## src/rtl/key_command_decoder.sv

```systemverilog
// key_command_decoder
// Synchronises and debounces three active-low pushbuttons. Each accepted
// press turns into a command: KEY[0] cycles the colour mode, KEY[1] steps
// the blink speed and KEY[2] toggles pause. All outputs are registered.

module key_command_decoder #(
    parameter int DEBOUNCE_CYCLES  = 1000000,
    parameter int BASE_HALF_PERIOD = 25000000
) (
    input  logic        CLOCK_50,
    input  logic        RESET_N,
    input  logic [2:0]  KEY,
    output logic [1:0]  MODE,
    output logic [1:0]  SPEED,
    output logic        PAUSE,
    output logic [31:0] HALF_PERIOD,
    output logic        CMD_VALID,
    output logic [1:0]  CMD_CODE
);

    // The counter only has to reach DEBOUNCE_CYCLES-1.
    localparam int               CNT_W   = (DEBOUNCE_CYCLES > 1) ? $clog2(DEBOUNCE_CYCLES) : 1;
    localparam logic [CNT_W-1:0] CNT_MAX = CNT_W'(DEBOUNCE_CYCLES - 1);
    localparam logic [31:0]      BASE_HP = 32'(BASE_HALF_PERIOD);

    // Colour-mode states.
    localparam logic [1:0] MODE_GREEN = 2'd0;
    localparam logic [1:0] MODE_RED   = 2'd1;
    localparam logic [1:0] MODE_BOTH  = 2'd2;

    // Next colour mode in the green -> red -> both -> green cycle.
    function automatic logic [1:0] next_mode(input logic [1:0] cur);
        logic [1:0] nxt;
        case (cur)
            MODE_GREEN: nxt = MODE_RED;
            MODE_RED:   nxt = MODE_BOTH;
            MODE_BOTH:  nxt = MODE_GREEN;
            default:    nxt = MODE_GREEN;
        endcase
        return nxt;
    endfunction

    logic [2:0]       sync1_r;
    logic [2:0]       sync2_r;
    logic [2:0]       stable_r;
    logic [CNT_W-1:0] cnt_r     [3];
    logic [2:0]       stable_nxt_s;
    logic [CNT_W-1:0] cnt_nxt_s [3];
    logic [2:0]       press_s;

    logic [1:0]       mode_r;
    logic [1:0]       speed_r;
    logic             pause_r;
    logic [31:0]      half_period_r;
    logic             cmd_valid_r;
    logic [1:0]       cmd_code_r;

    logic [1:0]       mode_nxt_s;
    logic [1:0]       speed_nxt_s;
    logic             pause_nxt_s;
    logic [1:0]       code_nxt_s;

    // Two-flop synchroniser on the raw asynchronous keys.
    always_ff @(posedge CLOCK_50 or negedge RESET_N) begin
        if (!RESET_N) begin
            sync1_r <= 3'b111;
            sync2_r <= 3'b111;
        end else begin
            sync1_r <= KEY;
            sync2_r <= sync1_r;
        end
    end

    // Per-key debounce: a new level is accepted once it has disagreed with
    // the stable level for DEBOUNCE_CYCLES consecutive synced cycles.
    always_comb begin
        stable_nxt_s = stable_r;
        for (int k = 0; k < 3; k++) begin
            cnt_nxt_s[k] = '0;
            if (sync2_r[k] == stable_r[k]) begin
                cnt_nxt_s[k] = '0;
            end else if (cnt_r[k] != CNT_MAX) begin
                cnt_nxt_s[k] = cnt_r[k] + CNT_W'(1);
            end else begin
                stable_nxt_s[k] = sync2_r[k];
                cnt_nxt_s[k]    = '0;
            end
        end
        // Only the 1 -> 0 transition of the stable level is a press.
        press_s = stable_r & ~stable_nxt_s;
    end

    // Debounce state registers.
    always_ff @(posedge CLOCK_50 or negedge RESET_N) begin
        if (!RESET_N) begin
            stable_r <= 3'b111;
            for (int k = 0; k < 3; k++) begin
                cnt_r[k] <= '0;
            end
        end else begin
            stable_r <= stable_nxt_s;
            for (int k = 0; k < 3; k++) begin
                cnt_r[k] <= cnt_nxt_s[k];
            end
        end
    end

    // Command decode: every simultaneous press is applied, and the reported
    // source is the lowest-numbered key that fired.
    always_comb begin
        mode_nxt_s  = press_s[0] ? next_mode(mode_r) : mode_r;
        speed_nxt_s = press_s[1] ? (speed_r + 2'd1) : speed_r;
        pause_nxt_s = press_s[2] ? ~pause_r : pause_r;
        if (press_s[0]) begin
            code_nxt_s = 2'd0;
        end else if (press_s[1]) begin
            code_nxt_s = 2'd1;
        end else if (press_s[2]) begin
            code_nxt_s = 2'd2;
        end else begin
            code_nxt_s = cmd_code_r;
        end
    end

    // Command output registers; HALF_PERIOD follows SPEED on the same edge.
    always_ff @(posedge CLOCK_50 or negedge RESET_N) begin
        if (!RESET_N) begin
            mode_r        <= MODE_GREEN;
            speed_r       <= 2'd0;
            pause_r       <= 1'b0;
            half_period_r <= BASE_HP;
            cmd_valid_r   <= 1'b0;
            cmd_code_r    <= 2'd0;
        end else begin
            mode_r        <= mode_nxt_s;
            speed_r       <= speed_nxt_s;
            pause_r       <= pause_nxt_s;
            half_period_r <= BASE_HP >> speed_nxt_s;
            cmd_valid_r   <= |press_s;
            cmd_code_r    <= code_nxt_s;
        end
    end

    assign MODE        = mode_r;
    assign SPEED       = speed_r;
    assign PAUSE       = pause_r;
    assign HALF_PERIOD = half_period_r;
    assign CMD_VALID   = cmd_valid_r;
    assign CMD_CODE    = cmd_code_r;

endmodule

```

## config.mk

```make
export PLATFORM = sky130hd
export DESIGN_NAME = key_command_decoder
export DESIGN_NICKNAME = d
export VERILOG_FILES = /design/src/rtl/key_command_decoder.sv
export SDC_FILE = /design/constraint.sdc
export NUM_CORES = 1
export LEC_CHECK = 0
export ABC_AREA = 1
export BUFFER_PORTS_ARGS = -buffer_cell sky130_fd_sc_hd__buf_4
export CAP_MARGIN = 5
export CORE_UTILIZATION = 50
export DETAILED_ROUTE_END_ITERATION = 16
export PLACE_DENSITY = 0.81
export SYNTH_ARGS = -nofsm -noshare
export SYNTH_HDL_FRONTEND = slang
export SYNTH_SLANG_ARGS = --single-unit
```

## constraint.sdc

```tcl
create_clock -name CLOCK_50 -period 1.5 [get_ports CLOCK_50]
set_input_delay 0 -clock CLOCK_50 [delete_from_list [all_inputs] [get_ports CLOCK_50]]
set_output_delay 0 -clock CLOCK_50 [all_outputs]
set_load 0.02 [all_outputs]
```

Word level (Yosys, flattened, before mapping). Cells that the tools add are included.

Logic and storage cells: 47. Register bits after elaboration: 109. Input port bits: 5. Output and inout port bits: 40.

$add $sub $neg: 4. Reductions and logical operators: 3. Shift-type cells: 1. Multiplexer cells: 17. Bitwise gates (word level): 3. Equality and inequality tests: 7.

Operators by type and width (count): 2-to-1 mux 20 bit (6); adder 20 x 1 -> 20 bit, second input constant (3); inequality test 20 bit, second input constant (3); right shift 25 x 2 -> 32 bit, first input constant (1); 2-to-1 mux 2 bit (4); 2-to-1 mux 1 bit (6); case mux 2 bit (2 select lines) (1); AND 3 bit (1); equality test 1 bit (3); NOT 3 bit (1); nonzero test 3 bit (1); OR reduction 3 bit (1); adder 2 x 1 -> 2 bit, second input constant (1); equality test 2 x 1 -> 1 bit, second input constant (1); logical NOT 2 bit (1); NOT 1 bit (1).

Logic depth before layout (Yosys ltp). Gate-level depths: netlist (run 1).

Depth in word-level cells: 8. Gate-level depth with buffers: 10. Gate-level depth less buffers: 10.

Worst setup path before layout (run 1). No wires, ideal clock.

Kind: register to register. Start: register cnt_r[40] in the netlist's numbering. End: register cnt_r[55] in the netlist's numbering. Slack: 0.072 ns. Path buffers: 0. Setup time: 0.121 ns. Clock period less this slack: 1.428 ns. Stages on the path, launching flop included: 9. Arrival time: 1.307 ns. Path through: dfrtp_1 > ha_1 > nand3_2 > nor3_4 > nand3_1 > nand2_2 > inv_2 > nand2_1 > nor2_1.

RTL lines: start: declaration (line 46) `logic [CNT_W-1:0] cnt_r [3];`; start signal: indexed assignment (line 103) `cnt_r[k] <= cnt_nxt_s[k];`.

==> summary.txt, run 1 <==
Outcome
  – Status: finished with violations
  – Failing checks: setup timing

Detailed routing
  – # DRC: 0
  – Initial DRC Count: 247
  – ANT nets after route: 0
  – Via Count: about 4000
  – Drt wl/cell: 13.5 µm
  – Pre-antenna DRT Iters: 5
  – Total length of routed wires: 10300 µm
  – Vias per std cell: around 5.2

Logic synthesis
  – Synthesized cell area: 4570 µm²
  – Synthesized flop and latch total: 86
  – Synth area leader: dfrtp_1
  – Post-synth EDFFs: 0
  – Ys async rst share: 100%
  – YS warnings: 0
  – Ys flop type: dfrtp_1
  – Top cell type's share of synthesized area: 39.4%
  – Synth top area cells: dfrtp_1, nor2_1, nand2_1
  – Synth Instances: 563
  – Synth unique cells: 36
  – Seq/Total Area, Yosys: 47.5%
  – Mean Syn Cell Area: between 8 and 9 µm²

Final layout
  – Nets: 661
  – Most frequent cells in the layout: nand2_1, nor2_1, buf_4
  – Post-Route Utilization: around 66%
  – Number of fill cells: roughly 630
  – Seq. cell area: 2180 µm²
  – Ant diodes: 0
  – Share of cells above drive strength 1: 30.5%
  – P&R area growth vs syn: 25.9%
  – Most common cell after layout, fill and taps aside: nand2_1
  – Multi-input logic area: 2210 µm²
  – Fin area: 5750 µm²

Global route
  – Grt total ovfl: 0
  – Vias in the first global route: 3653
  – Antenna violations before repair: 0
  – Largest net degree at the start of global routing: 36
  – First-pass GRT wire length: 16500 µm
  – GRT Resource Usage Total: 21.3%

Floorplan
  – DIE HEIGHT: 97.6 µm
  – Die width: 97.6 µm
  – Rows: 34
  – Io pins: 45
  – Starting Density: 52.1%
  – Core area: 8760 µm²
  – Die Area: 9520 µm²

Power
  – PD cells: 808 nW/µm²
  – Leak: 2.63 nW
  – VDD IR-drop max: around 530 µV

Worst hold path
  – HP Class: input port to asynchronous set/reset pin

Placement
  – RePlAce Congestion: roughly 0.92
  – Area post-placement: 5060 µm²
  – DP HPWL: 6840 µm
  – Number of port buffers: 30

STA
  – Fin worst setup slack: -0.0549 ns
  – FMAX: 643 MHz
  – RSZ-0062 raised after global routing: true
  – Clock period minus final worst setup slack: between 1.5 and 2 ns
  – Fin crit share: 104%
  – Clock skew: approximately 0.011 ns
  – Final Max Tran Viols: 0
  – Final Hold Viols: 0
  – # setup viols final: 2

CTS
  – CTS tree: done
  – CTS max path bufs: 2
  – Clock Latency Late Sink: about 0.36 ns
  – CTS HTree Levels: 3
  – Clk sinks: 86
  – Total CTS buffers: 9
  – Clock-pin slew on the worst setup and hold paths: 0.09 ns
  – Clk root buf: clkbuf_8

Job
  – Max cap viols: 0

Setup path
  – Crit path DAT: 1.81 ns
  – Req. time, crit path: 1.75 ns
  – CP Launch Type: register
  – Crit end category: register
  – Crit Path Max Fanout: 4
  – Critical path class: register to register
## through the flow
step	std cells	TNS, ns	hold WS (ns)	total power, mW	worst slack (ns)
6_report	766	-0.0672	0.0756	4.65	-0.0549
5_1_grt	766	-1.42	0.117	4.81	-0.133
4_1_cts	747	0	0.0762	4.63	0.00300
3_5_place_dp	723	-0.230	-0.0742	2.62	-0.0707
3_3_place_gp	723	0	-0.0794	2.61	0.00939
2_1_floorplan	575	0	-0.296	2.54	0.0722
## worst paths after layout
path | from | end | slack [ns] | depth (start not counted)
max | cnt_r[20] | cnt_r[38] | -0.05 | 10
min | RESET_N | cnt_r[30] | 0.08 | 2
max reg2reg | cnt_r[20] | cnt_r[38] | -0.05 | 10
min reg2reg | sync1_r[2] | sync2_r[2] | 0.35 | 0
max in group asynchronous | RESET_N | sync1_r[0] | 0.83 | 3
min in group CLOCK_50 | KEY[1] | sync1_r[1] | 0.29 | 2
## power breakdown
part | switching [mW] | internal (mW) | total (mW)
Sequential | 0.0310 | 2.35 | 2.38
Clock | 0.853 | 1.16 | 2.01
Combinational | 0.154 | 0.0956 | 0.250
Total | 1.04 | 3.61 | 4.65
## metal layers
layer / wire length, µm / track usage [%] / vias up / share of wire [%]
met3: 485 / 3.81 / 23 / 4.7
li1: - / - / 1913 / -
met2: 5140 / 34.6 / 157 / 50
met4: 178 / 8.37 / 0 / 1.7
met5: 0 / 0 / - / 0
met1: 4550 / 28.1 / 1894 / 44
## logic make-up (layout without fill, tap and decap cells)
group,count (synthesis),after routing,synth area share [%]
xor+xnor,28,28,5.37
buf+inv,97,180,9.91
other cells,2,14,0.164
fa+ha+maj,3,3,0.822
simple gates,319,319,33.0
compound gates,28,28,3.23
flops,86,86,47.5
## worst max-delay path: stages (launching register included)
cell     delay (ns)
dfrtp_1        0.41
ha_4           0.17
nand3_4        0.10
inv_4          0.09
nand2_4        0.05
nor2_4         0.17
inv_2          0.07
nor2_4         0.13
nand2_1        0.11
nand2_2        0.09
a21oi_2        0.05
## flip-flops by register name, indices dropped and copies added (netlist names)
name and flops:
sync1_r 3, CMD_CODE 2, MODE 2, PAUSE 1, sync2_r 3, cnt_r 60, stable_r 3, HALF_PERIOD 11
CMD_VALID 1
## cell usage after synthesis (6+ instances only)
library cell / number
a21oi_1: 16
buf_4: 23
dfrtp_1: 72
dfstp_2: 14
inv_1: 61
inv_2: 11
nand2_1: 104
nand2_2: 8
nand3_1: 28
nand4_1: 18
nor2_1: 112
nor2_4: 8
nor3_1: 14
o21ai_0: 6
xnor2_1: 10
xor2_1: 18
## final cells by class
cell class | instances | share of cell area [%]
Clock buffer | 11 | 2.46
Clock inverter | 5 | 1.85
Inverter | 73 | 4.81
Multi-Input combinational cell | 392 | 38.4
Sequential cell | 86 | 37.8
Tap cell | 108 | 2.35
Timing Repair Buffer | 91 | 12.3
## what timing repair did
item,CTS,global route
gates resized for setup,10,53
hold endpoints to repair,76,0
hold buffers,4,0
cloned,0,0
setup endpoints to repair,16,50
setup buffers,4,19
pin swaps,5,22
Power figures use the tool's default switching activity.
==> run 2: changes to the inputs <==
--- a/config.mk
+++ b/config.mk
@@ -8,9 +8,9 @@
 export ABC_AREA = 1
 export BUFFER_PORTS_ARGS = -buffer_cell sky130_fd_sc_hd__buf_4
 export CAP_MARGIN = 5
-export CORE_UTILIZATION = 50
+export CORE_UTILIZATION = 53
 export DETAILED_ROUTE_END_ITERATION = 16
-export PLACE_DENSITY = 0.81
+export PLACE_DENSITY = 0.85
 export SYNTH_ARGS = -nofsm -noshare
 export SYNTH_HDL_FRONTEND = slang
 export SYNTH_SLANG_ARGS = --single-unit
==> summary.txt, run 2 (synthesized netlist as in run 1, its figures left out) <==
STA
  – Final Hold Viols: 0
  – Clock period minus final worst setup slack: 1.61 ns
  – Fin crit share: 108%
  – Final Max Tran Viols: 0
  – Clock skew: about 0.0085 ns
  – # setup viols final: 12
  – FMAX: 620 MHz
  – RSZ-0062 raised after global routing: true
  – Hold_ws: 0.0962 ns
  – Fin worst setup slack: -0.113 ns

Placement
  – Dpl cells: 722
  – DP HPWL: between 7000 and 8000 µm
  – RePlAce Congestion: 0.911
  – Number of port buffers: 30

Detailed routing
  – Total length of routed wires: 11400 µm
  – Initial DRC Count: 339
  – Via Count: 4089
  – Drt wl/cell: 15.0 µm
  – # DRC: 0
  – Vias per std cell: around 5.4
  – Pre-antenna DRT Iters: 6
  – ANT nets after route: 0

Setup path
  – Req. time, crit path: 1.79 ns
  – Crit path DAT: 1.90 ns
  – FF-to-FF End: cnt_r[38]
  – CP Launch Type: register
  – Critical path class: register to register
  – Crit end category: register
  – R2R depth: 9
  – Crit Path Max Fanout: 4
  – Flop2flop setup slack: -0.11 ns
  – Worst r2r src: cnt_r[20]

CTS
  – Clock-pin slew on the worst setup and hold paths: about 0.080 ns
  – Clk sinks: 86
  – Clock Latency Late Sink: 0.36 ns
  – Total CTS buffers: 9
  – CTS tree: done
  – CTS HTree Levels: 3
  – CTS max path bufs: 2
  – Clk root buf: clkbuf_8

Floorplan
  – Starting Density: a little under three fifths
  – Io pins: 45
  – DIE HEIGHT: 94.9 µm
  – Rows: 33
  – Die width: 94.9 µm
  – Core area: 8300 µm²
  – Die Area: 9000 µm²

Final layout
  – Fin cells: 760
  – Most common cell after layout, fill and taps aside: nor2_1
  – Reg with most FFs: cnt_r
  – Post-Route Utilization: 68.3%
  – Share of cells above drive strength 1: 30.2%
  – Max reg flops: 60
  – Nets: roughly 660
  – P&R area growth vs syn: 24.1%
  – Ant diodes: 0
  – Most frequent cells in the layout: nor2_1, nand2_1, buf_4

Power
  – Clock network fraction of total power: 36.5%
  – PD cells: 734 nW/µm²
  – Flop pwr share: between 50% and 60%
  – Internal power: 3.14 mW
  – Psw: 1.02 mW
  – Leak: around 2.6 nW
  – Comb pwr share: under 10%
  – Sw Ratio: between 20% and 30%
  – VDD IR-drop max: 441 µV

Global route
  – GRT Resource Usage Total: 24.6%
  – Largest net degree at the start of global routing: 32
  – Grt total ovfl: 0
  – Grt met2 use: 40.6%
  – Antenna violations before repair: 0
  – Vias in the first global route: 3762
  – Met1 GRT Util: 30.9%
  – Met3 Usage GRT: 4.35%
  – First-pass GRT wire length: 16800 µm
  – GR peak layer: met2

Outcome
  – Failing checks: setup timing
  – Status: finished with violations

Worst hold path
  – HP Class: input port to asynchronous set/reset pin

Job
  – Max cap viols: 0
[run 2: final cells by class]
cell class,instances,area [µm²]
fill,578,2630
clock inverter,3,20.0
sequential,86,2180
clock buffer,13,159
inverter,73,277
timing repair buffer,88,683
multi-input combinational,392,2220
tap,105,131
[run 2: timing repair]
item                                   in CTS  in global routing
setup endpoints to repair                  32                 57
pin swaps                                   0                 26
hold buffers                                4                  0
gates resized for setup                     9                 59
buffers inserted                            0                 18
endpoints found under the hold margin      78                  0
[run 2: worst max path at each step]
stage | from | to | slack [ns]
final | cnt_r[20] | cnt_r[38] | -0.11
after detailed placement | cnt_r[0] | cnt_r[14] | -0.07
after floorplan | cnt_r[40] | cnt_r[55] | 0.07
after CTS | cnt_r[0] | cnt_r[14] | -0.006
after global placement | cnt_r[0] | cnt_r[14] | 0.01
after global routing | cnt_r[21] | cnt_r[38] | -0.19
[run 2: critical path: stages, from the launching register on]
cell	delay (ns)
dfrtp_1	0.44
ha_4	0.19
nand3_4	0.10
inv_4	0.10
nand2_4	0.06
nor2_4	0.15
inv_2	0.07
nor2_4	0.15
nand3_1	0.11
a21oi_1	0.17
[run 2: power groups by stage]
| stage | clock network [mW] | registers (mW) | logic, mW |
|---|---|---|---|
| 5_1_grt | 1.63 | 2.39 | 0.282 |
| 6_report | 1.52 | 2.39 | 0.255 |
| 3_5_place_dp | 0 | 2.42 | 0.209 |
| 2_1_floorplan | 0 | 2.41 | 0.128 |
| 4_1_cts | 1.53 | 2.38 | 0.223 |
| 3_3_place_gp | 0 | 2.42 | 0.200 |
[run 2: layer usage]
| layer | vias to the layer above | share of wire [%] |
|---|---|---|
| met5 | - | 0 |
| met4 | 0 | 3.1 |
| met3 | 36 | 6.5 |
| met2 | 218 | 50 |
| met1 | 1929 | 40 |
| li1 | 1906 | - |
[run 2: metrics by stage]
| step | total power, mW | area [µm²] | TNS [ns] | worst slack (ns) |
|---|---|---|---|---|
| 2_1_floorplan | 2.54 | 4610 | 0 | 0.0722 |
| 3_3_place_gp | 2.62 | 5060 | 0 | 0.0136 |
| 3_5_place_dp | 2.63 | 5060 | -0.421 | -0.0707 |
| 4_1_cts | 4.13 | 5320 | -0.00551 | -0.00551 |
| 5_1_grt | 4.30 | 5670 | -2.30 | -0.185 |
| 6_report | 4.16 | 5670 | -0.317 | -0.113 |
==> run 3: changes to the inputs <==
--- a/config.mk
+++ b/config.mk
@@ -5,7 +5,7 @@
 export SDC_FILE = /design/constraint.sdc
 export NUM_CORES = 1
 export LEC_CHECK = 0
-export ABC_AREA = 1
+export ABC_AREA = 0
 export BUFFER_PORTS_ARGS = -buffer_cell sky130_fd_sc_hd__buf_4
 export CAP_MARGIN = 5
 export CORE_UTILIZATION = 53
==> summary.txt, run 3 <==
Setup path
  – Crit end category: register
  – Flop2flop setup slack: -0.58 ns
  – Worst r2r src: cnt_r[59]
  – Critical path class: register to register
  – Req. time, crit path: about 1.8 ns
  – Crit path DAT: roughly 2.3 ns
  – R2R depth: 4
  – CP Launch Type: register
  – Critical Path Sink: MODE[1]
  – FF-to-FF End: MODE[1]
  – Crit. Startpoint: cnt_r[59]
  – Crit Path Max Fanout: 4

Logic synthesis
  – Synth top area cells: dfrtp_1, dfstp_2, xnor2_1
  – Leading post-synthesis cells by instance count: dfrtp_1, nor2_1, xnor2_1, buf_4, nand3_1
  – Synth area leader: dfrtp_1
  – Synthesized cell area: between 4000 and 5000 µm²
  – Synth Instances: between 400 and 500
  – Synth unique cells: 44
  – Post-synth EDFFs: 0
  – Seq/Total Area, Yosys: between 50% and 60%
  – Ys flop type: dfrtp_1
  – Most common cell in the synthesized netlist: dfrtp_1
  – Mean Syn Cell Area: about 10 µm²
  – Ys async rst share: 100%
  – Top cell type's share of synthesized area: 42.2%
  – Synthesized flop and latch total: 86
  – YS warnings: 0

Placement
  – Area post-placement: 5300 µm²
  – DP HPWL: 6620 µm
  – Place WS: -0.515 ns
  – Dpl cells: 623
  – RePlAce Congestion: 0.834
  – Number of port buffers: 30

Floorplan
  – Core area: 7770 µm²
  – Rows: 32
  – Io pins: 45
  – Die width: 91.8 µm
  – DIE HEIGHT: 91.8 µm
  – Die Area: 8420 µm²
  – Starting Density: 55.0%

STA
  – Final Max Tran Viols: 0
  – Clock skew: 0.0211 ns
  – Slew Limit Headroom: around 63%
  – Clock period minus final worst setup slack: slightly above 2 ns
  – FMAX: 481 MHz
  – Fin worst setup slack: -0.580 ns
  – # setup viols final: 79
  – RSZ-0062 raised after global routing: true
  – Fin crit share: 139%
  – Worst Tran Pin Value: 0.552 ns
  – Fin Setup TNS: -32.33 ns
  – Final Hold Viols: 0

Final layout
  – Nets: approximately 570
  – Multi-input logic area: 2250 µm²
  – Most frequent cells in the layout: buf_4, dfrtp_1, xnor2_1
  – Most common cell after layout, fill and taps aside: buf_4
  – Post-Route Utilization: 79.0%
  – Reg with most FFs: cnt_r
  – Fin cells: about 670
  – Number of fill cells: 363
  – P&R area growth vs syn: 43.8%
  – Max reg flops: 60
  – Share of cells above drive strength 1: approximately half
  – Seq. cell area: 2170 µm²
  – Ant diodes: 0
  – Fin area: a little over 6000 µm²

Global route
  – Grt total ovfl: 0
  – Vias in the first global route: 4058
  – Antenna violations before repair: 1
  – GRT Resource Usage Total: 30.9%
  – First-pass GRT wire length: 19700 µm
  – Largest net degree at the start of global routing: 34

Outcome
  – Status: finished with violations
  – Failing checks: setup timing

Worst hold path
  – HP Class: input port to asynchronous set/reset pin

Detailed routing
  – Vias per std cell: about 6.5
  – Total length of routed wires: about 16000 µm
  – ANT nets after route: 0
  – Pre-antenna DRT Iters: 5
  – Via Count: ~4300
  – Initial DRC Count: 383
  – Drt wl/cell: 24.3 µm
  – # DRC: 0

CTS
  – Clk sinks: 86
  – Clock-pin slew on the worst setup and hold paths: roughly 0.1 ns
  – Clk root buf: clkbuf_8
  – Total CTS buffers: 9
  – CTS max path bufs: 2
  – CTS HTree Levels: 3
  – Clock Latency Late Sink: 0.38 ns
  – CTS tree: done

Power
  – PD cells: about 720 nW/µm²
  – Leak: 2.70 nW
  – VDD IR-drop max: 364 µV

Job
  – Max cap viols: 0
-- run 3: cell types whose count changed after synthesis, moves of 11 or more --
cell	before	now
inv_2	11	0
nand2_1	104	16
xnor2_1	10	30
inv_1	61	14
nor2_1	112	54
or4_1	0	11
-- run 3: metal layers --
layer,vias up,track usage (%),part of all wire [%]
li1,1722,-,-
met1,2057,33.4,34
met2,400,54.8,48
met3,148,6.63,9.5
met4,2,19.5,8.4
met5,-,0,0.080
-- run 3: final cells by class --
| type | count | share of cell area, % |
|---|---|---|
| multi-input combinational | 293 | 36.7 |
| tap | 102 | 2.08 |
| clock buffer | 16 | 3.10 |
| timing repair buffer | 160 | 21.9 |
| inverter | 14 | 0.856 |
| sequential | 86 | 35.4 |
-- run 3: stage by stage --
| stage | total power, mW | hold WS (ns) |
|---|---|---|
| global route | 4.48 | 0.155 |
| CTS | 4.24 | 0.128 |
| global placement | 2.63 | -0.0309 |
| floorplan | 2.55 | -0.296 |
| finish | 4.39 | 0.119 |
| detailed placement | 2.65 | -0.0292 |
-- run 3: timing repair --
item | CTS | global route
resized for setup | 50 | 42
setup buffers | 14 | 10
setup endpoints to repair | 79 | 79
hold buffers | 4 | 0
endpoints found under the hold margin | 82 | 0
pin swaps | 12 | 12
cloned | 3 | 2
-- run 3: report_power, final --
part	switching, mW	internal [mW]	total [mW]
Combinational	0.198	0.139	0.336
Clock	0.885	0.790	1.68
Sequential	0.0278	2.35	2.38
-- run 3: cell families (layout without fill, tap and decap cells) --
kind of cell | count (synthesis) | in the layout | synth area share, %
AO/OA/AOI/OAI | 35 | 35 | 5.57
XOR/XNOR | 48 | 48 | 9.85
adder cells (fa/ha/maj) | 3 | 3 | 0.879
buffers and inverters | 48 | 190 | 6.65
flip-flops | 86 | 86 | 50.8
multiplexers | 11 | 11 | 2.70
other | 2 | 14 | 0.176
AND/OR/NAND/NOR | 182 | 182 | 23.4
-- run 3: how the worst min path moves through the flow --
stage          slack, ns    start              end
4_1_cts             0.13  RESET_N   HALF_PERIOD[8]
3_5_place_dp       -0.03  RESET_N   HALF_PERIOD[8]
5_1_grt             0.16  RESET_N  HALF_PERIOD[17]
6_report            0.12  RESET_N  HALF_PERIOD[17]
3_3_place_gp       -0.03  RESET_N   HALF_PERIOD[4]
2_1_floorplan      -0.30  RESET_N      CMD_CODE[0]
-- run 3: critical path, cell delays in order, from the launching register on --
cell and delay [ns]:
dfrtp_1 0.46, or3b_1 0.43, or4_4 0.48, nor3_4 0.24
mux2_4 0.35
